$ cat src/rtl/seq_pkg.sv
// Shared types and constants for the sequence serializer and the detector bench.
// SEQ_SER_PARITY_EN appends an even-parity bit to every frame.
package seq_pkg;

    typedef enum logic [1:0] {
        S_IDLE  = 2'd0,
        S_SHIFT = 2'd1,
        S_GAP   = 2'd2
    } ser_state_t;

    localparam int MAX_GAP = 255;

    // Serial bits per word as seen on the line, including the optional parity bit.
    function automatic int frame_len(input int width);
`ifdef SEQ_SER_PARITY_EN
        return width + 1;
`else
        return width;
`endif
    endfunction

endpackage

$ cat src/rtl/seq_ser_hold.sv
// Single-entry holding register in front of the serializer's shift register.
// Push and pop on the same edge keep the entry occupied with the new word.
module seq_ser_hold
    import seq_pkg::*;
#(
    parameter int WIDTH = 8
) (
    input  logic             clk_i,
    input  logic             rst_i,
    input  logic             push_i,
    input  logic             pop_i,
    input  logic [WIDTH-1:0] din_i,
    output logic [WIDTH-1:0] dout_o,
    output logic             full_o,
    output logic             ready_o
);

    logic             full_q, full_d;
    logic [WIDTH-1:0] data_q;

    always_comb begin
        full_d = full_q;
        if (push_i) begin
            full_d = 1'b1;
        end else if (pop_i) begin
            full_d = 1'b0;
        end
    end

    always_ff @(posedge clk_i) begin
        if (rst_i) begin
            full_q <= 1'b0;
        end else begin
            full_q <= full_d;
        end
    end

    // The payload needs no reset: it is only observed while full_q is set.
    always_ff @(posedge clk_i) begin
        if (push_i) begin
            data_q <= din_i;
        end
    end

    assign dout_o  = data_q;
    assign full_o  = full_q;
    assign ready_o = !full_q && !rst_i;

endmodule

$ cat src/rtl/sequence_serializer.sv
// MSB-first parallel-to-serial converter with a one-word holding register and optional inter-word gap.
// Define SEQ_SER_PARITY_EN to append an even-parity bit after each word's LSB.
module sequence_serializer
    import seq_pkg::*;
#(
    parameter int WIDTH = 8,
    parameter int GAP   = 0
) (
    input  logic             clk,
    input  logic             rst,
    input  logic [WIDTH-1:0] din,
    input  logic             din_valid,
    output logic             din_ready,
    output logic             seq,
    output logic             seq_valid,
    output logic             busy
);

    localparam int FRAME = frame_len(WIDTH);
    localparam int CNT_W = $clog2(FRAME + 1);
    localparam int GAP_W = 8;

    ser_state_t       state_q, state_d;
    logic [FRAME-1:0] shift_q, shift_d;
    logic [CNT_W-1:0] bit_q, bit_d;
    logic [GAP_W-1:0] gap_q, gap_d;
    logic             vld_q, vld_d;

    logic             hold_full, hold_push, hold_pop;
    logic [WIDTH-1:0] hold_word;
    logic             accept, direct_load;

    function automatic logic [FRAME-1:0] frame_of(input logic [WIDTH-1:0] w);
`ifdef SEQ_SER_PARITY_EN
        return {w, ^w};
`else
        return w;
`endif
    endfunction

    // A word bypasses the holding register only when nothing is in flight.
    assign accept      = din_valid && din_ready;
    assign direct_load = accept && (state_q == S_IDLE) && !hold_full;
    assign hold_push   = accept && !direct_load;

    seq_ser_hold #(
        .WIDTH(WIDTH)
    ) u_hold (
        .clk_i  (clk),
        .rst_i  (rst),
        .push_i (hold_push),
        .pop_i  (hold_pop),
        .din_i  (din),
        .dout_o (hold_word),
        .full_o (hold_full),
        .ready_o(din_ready)
    );

    always_comb begin
        state_d  = state_q;
        shift_d  = shift_q;
        bit_d    = bit_q;
        gap_d    = gap_q;
        hold_pop = 1'b0;
        case (state_q)
            S_IDLE: begin
                if (hold_full) begin
                    shift_d  = frame_of(hold_word);
                    hold_pop = 1'b1;
                    bit_d    = '0;
                    state_d  = S_SHIFT;
                end else if (direct_load) begin
                    shift_d = frame_of(din);
                    bit_d   = '0;
                    state_d = S_SHIFT;
                end
            end
            S_SHIFT: begin
                // Zero fill leaves the register clear once the last bit has gone out.
                shift_d = shift_q << 1;
                bit_d   = bit_q + 1'b1;
                if (bit_q == CNT_W'(FRAME - 1)) begin
                    bit_d = '0;
                    if (GAP > 0) begin
                        gap_d   = '0;
                        state_d = S_GAP;
                    end else if (hold_full) begin
                        shift_d  = frame_of(hold_word);
                        hold_pop = 1'b1;
                    end else begin
                        state_d = S_IDLE;
                    end
                end
            end
            S_GAP: begin
                gap_d = gap_q + 1'b1;
                if (gap_q == GAP_W'(GAP - 1)) begin
                    gap_d = '0;
                    if (hold_full) begin
                        shift_d  = frame_of(hold_word);
                        hold_pop = 1'b1;
                        state_d  = S_SHIFT;
                    end else begin
                        state_d = S_IDLE;
                    end
                end
            end
            default: begin
                state_d = S_IDLE;
            end
        endcase
    end

    assign vld_d = (state_d == S_SHIFT);

    always_ff @(posedge clk) begin
        if (rst) begin
            state_q <= S_IDLE;
            shift_q <= '0;
            bit_q   <= '0;
            gap_q   <= '0;
            vld_q   <= 1'b0;
        end else begin
            state_q <= state_d;
            shift_q <= shift_d;
            bit_q   <= bit_d;
            gap_q   <= gap_d;
            vld_q   <= vld_d;
        end
    end

    assign seq       = shift_q[FRAME-1];
    assign seq_valid = vld_q;
    assign busy      = (state_q != S_IDLE) || hold_full;

endmodule
$ cat config.mk
export PLATFORM = sky130hd
export DESIGN_NAME = sequence_serializer
export DESIGN_NICKNAME = d
export VERILOG_FILES = /design/src/rtl/seq_pkg.sv /design/src/rtl/seq_ser_hold.sv /design/src/rtl/sequence_serializer.sv
export SDC_FILE = /design/constraint.sdc
export NUM_CORES = 1
export LEC_CHECK = 0
export ABC_AREA = 0
export CORE_ASPECT_RATIO = 1.1
export CORE_MARGIN = 2
export CORE_UTILIZATION = 45
export CTS_CLUSTER_DIAMETER = 120
export DETAILED_ROUTE_END_ITERATION = 7
export GPL_TIMING_DRIVEN = 1
export PLACE_DENSITY_LB_ADDON = 0.3
export SLEW_MARGIN = 5
export SYNTH_ARGS = -nofsm -noshare
export SYNTH_HDL_FRONTEND = slang
export SYNTH_HIERARCHICAL = 1
export SYNTH_SLANG_ARGS = --single-unit
$ cat constraint.sdc
create_clock -name clk -period 3.4 [get_ports clk]
set_clock_uncertainty 0.1 [all_clocks]
set_input_delay 0.34 -clock clk [delete_from_list [all_inputs] [get_ports clk]]
set_output_delay 0.34 -clock clk [all_outputs]
set_load 0.01 [all_outputs]
==> flow_summary.json <==
{
  "postCtsHoldBufs": 0,
  "slew_headroom_pct": 45.68,
  "clock-root-buffer": "clkbuf_8",
  "avgSynthCellArea_um2": 9.574,
  "period_share_pct": 73.66,
  "dp_hpwl_um": 2781,
  "critPathLaunchType": "register",
  "hold_viol": 0,
  "first_global_vias": 1446,
  "grt_max_degree": 23,
  "yosysWarnings": 6,
  "antennaDiodeCount": 0,
  "syn_to_final_growth_pct": 14.49,
  "dr.first_iter.drc_count": 132,
  "ctsResizeCount": 0,
  "fin_nets": 212,
  "grt.overflow.total": 0,
  "cts_setup_buffers": 0,
  "num_io_pins": 15,
  "drt-wirelength-per-cell_um": 16.25,
  "gp_congestion": 0.8377,
  "cts_tree": "yes",
  "crit_type": "reg2out",
  "numCtsBuffers": 5,
  "met1_usage_pct": 24.51,
  "synth_edf_count": 8,
  "async_reset_ff_share_pct": 0,
  "peakVddDrop_mv": 0.2276,
  "ys_seq_elements": 32,
  "setup_viol": 0,
  "postLayoutCoreUtil_pct": 54.33,
  "grtUsageTotal_pct": 19.74,
  "synth_area_um2": 1762,
  "dieHeight_um": 69.63,
  "tightest_slew_ns": 0.8118,
  "start_util_pct": 47.46,
  "rows": 23,
  "use_met3_pct": 5.357,
  "maxSlewViolCount": 0,
  "synth_flop_cell": "dfxtp_1",
  "yosysSeqAreaShare_pct": 40.91,
  "clock_latency_ns": 0.29,
  "finalCriticalPeriod_ns": 2.504,
  "yosys.cell_types.count": 55,
  "cap_violations": 0,
  "grt_pass1_wl_um": 6982,
  "hold_class": "reg2reg",
  "grt.busiest_layer": "met2",
  "drive_above_1_share_pct": 10.20,
  "syn_inst": 184,
  "post_drt_via_cell_ratio": 6.037,
  "worstPathMaxFanout": 9,
  "required_ns": 2.96,
  "dr.pass1.iters": 4,
  "whs_ns": 0.4154,
  "final_cells": 246,
  "core_um2": 3712,
  "crit_arrival_ns": 2.06,
  "io_buffers": 14,
  "place_inst": 238,
  "clk_pin_slew_worst_paths_ns": 0.07,
  "cp-end-kind": "primary output",
  "fmax_ghz": 0.3993,
  "p_per_area_nw_per_um2": 461.9,
  "cts_sinks": 32,
  "outcome": "completed",
  "clk_path_buf_depth": 2,
  "rsz0062_at_grt": "no",
  "synthesis.nets": 201,
  "p_leak_nw": 0.6823,
  "vias": 1485,
  "drc": 0,
  "drtAntennaViolNets": 0,
  "die_w_um": 63.66,
  "grt_use_met2_pct": 31.81,
  "finalSetupTns_ns": 0,
  "antenna_found_initial": 0,
  "routed_wl_um": 3997,
  "htreeDepth": 2,
  "die_area_um2": 4432
}
-- path summary, 6_finish.rpt --
check,slack (ns),cells after the start,start,end
setup / recovery,0.90,5,state_q[0],busy
hold / removal,0.42,2,gap_q[1],gap_q[1]
setup reg to reg,1.05,5,state_q[0],gap_q[7]
hold reg to reg,0.42,2,gap_q[1],gap_q[1]
-- logic make-up (layout without fill, tap and decap cells) --
kind of cell / after synthesis / after routing / share of synthesized area [%]
adder cells (fa/ha/maj): 6 / 6 / 4.261
buffers and inverters: 17 / 29 / 5.042
flip-flops: 32 / 32 / 40.91
multiplexers: 5 / 5 / 3.125
AO/OA/AOI/OAI: 53 / 53 / 24.08
XOR/XNOR: 5 / 5 / 2.486
AND/OR/NAND/NOR: 66 / 66 / 20.10
-- report_power, final --
| part | internal (mW) | switching [mW] | total [mW] |
|---|---|---|---|
| clock | 0.217 | 0.149 | 0.366 |
| sequential | 0.412 | 0.0166 | 0.428 |
| combinational | 0.0639 | 0.0735 | 0.137 |
| total | 0.692 | 0.239 | 0.932 |
-- flip-flops by register name, summed over array words and instances (netlist names) --
signal         cells
u_hold/full_o      1
bit_q              4
shift_q            8
seq_valid          1
gap_q              8
u_hold/dout_o      8
state_q            2
-- layout make-up --
type,instances,area (µm²)
Timing Repair Buffer,15,147.6
Clock buffer,5,68.82
Inverter,6,22.52
Sequential cell,32,720.7
Multi-Input combinational cell,135,952.2
Tap cell,50,62.56
Fill cell,331,1695
Clock inverter,3,42.54
-- through the flow --
step	setup WS [ns]	cell area (µm²)	power, mW
floorplan	1.571	1762	0.5284
global placement	0.9949	1906	0.5691
detailed placement	0.8951	1906	0.5730
CTS	0.9028	2017	0.9389
global route	0.7720	2017	0.9745
finish	0.8957	2017	0.9316
-- cell usage after synthesis, drive strengths merged (2+ instances only) --
cell type	number	share of area, %
nor3	6	2.3
and2	2	0.71
inv	6	1.3
nand2	19	4.0
o31ai	2	0.85
a221oi	3	1.8
o21ai	7	2.0
nand4b	2	0.99
or3	2	0.71
a311oi	6	3.3
a222oi	4	2.3
a211oi	4	2.0
nand4	6	2.8
nand3	6	1.7
nor2b	3	1.1
xor2	4	2.0
a21boi	2	1.1
nor2	13	2.8
nand2b	2	0.71
ha	6	4.3
a21oi	10	3.7
o221ai	4	2.0
dfxtp	24	27
a32oi	2	0.99
edfxtp	8	14
mux2	4	2.6
buf	8	3.1
clkbuf	3	0.64
a31oi	2	0.71
-- per-layer routing --
metal  share of wire [%]  vias up
li1                    -      726
met1                  45      717
met2                  49       35
met3                 4.4        7
met4                 1.6        0
met5                   0        -
-- critical path, stage by stage, from the launching register on --
cell and delay (ns):
dfxtp_1 0.37, inv_1 0.11, ha_1 0.22, nor2b_1 0.50, inv_1 0.08, clkdlybuf4s50_1 0.49
-- cells in the final DEF (no fill, tap or decap), types with 2 or more instances in the layout --
master / Yosys / final
edfxtp_1: 8 / 8
clkdlybuf4s50_1: 0 / 14
a222oi_1: 4 / 4
or3_1: 2 / 2
a221oi_1: 2 / 2
o31ai_1: 2 / 2
o221ai_1: 4 / 4
a21oi_1: 8 / 8
nand4_2: 2 / 2
ha_1: 6 / 6
a211oi_1: 3 / 3
inv_1: 6 / 6
dfxtp_1: 24 / 24
a32oi_1: 2 / 2
nand4b_1: 2 / 2
nand3_1: 6 / 6
xor2_1: 4 / 4
nand2b_1: 2 / 2
mux2_1: 2 / 2
nand2_1: 19 / 19
nor2b_1: 3 / 3
a31oi_1: 2 / 2
mux2_2: 2 / 2
nor2_1: 13 / 13
o21ai_0: 6 / 6
nand4_1: 4 / 4
and2_1: 2 / 2
clkbuf_8: 0 / 5
a311oi_1: 5 / 5
nor3_1: 5 / 5
(Power assumes the default switching activity.)
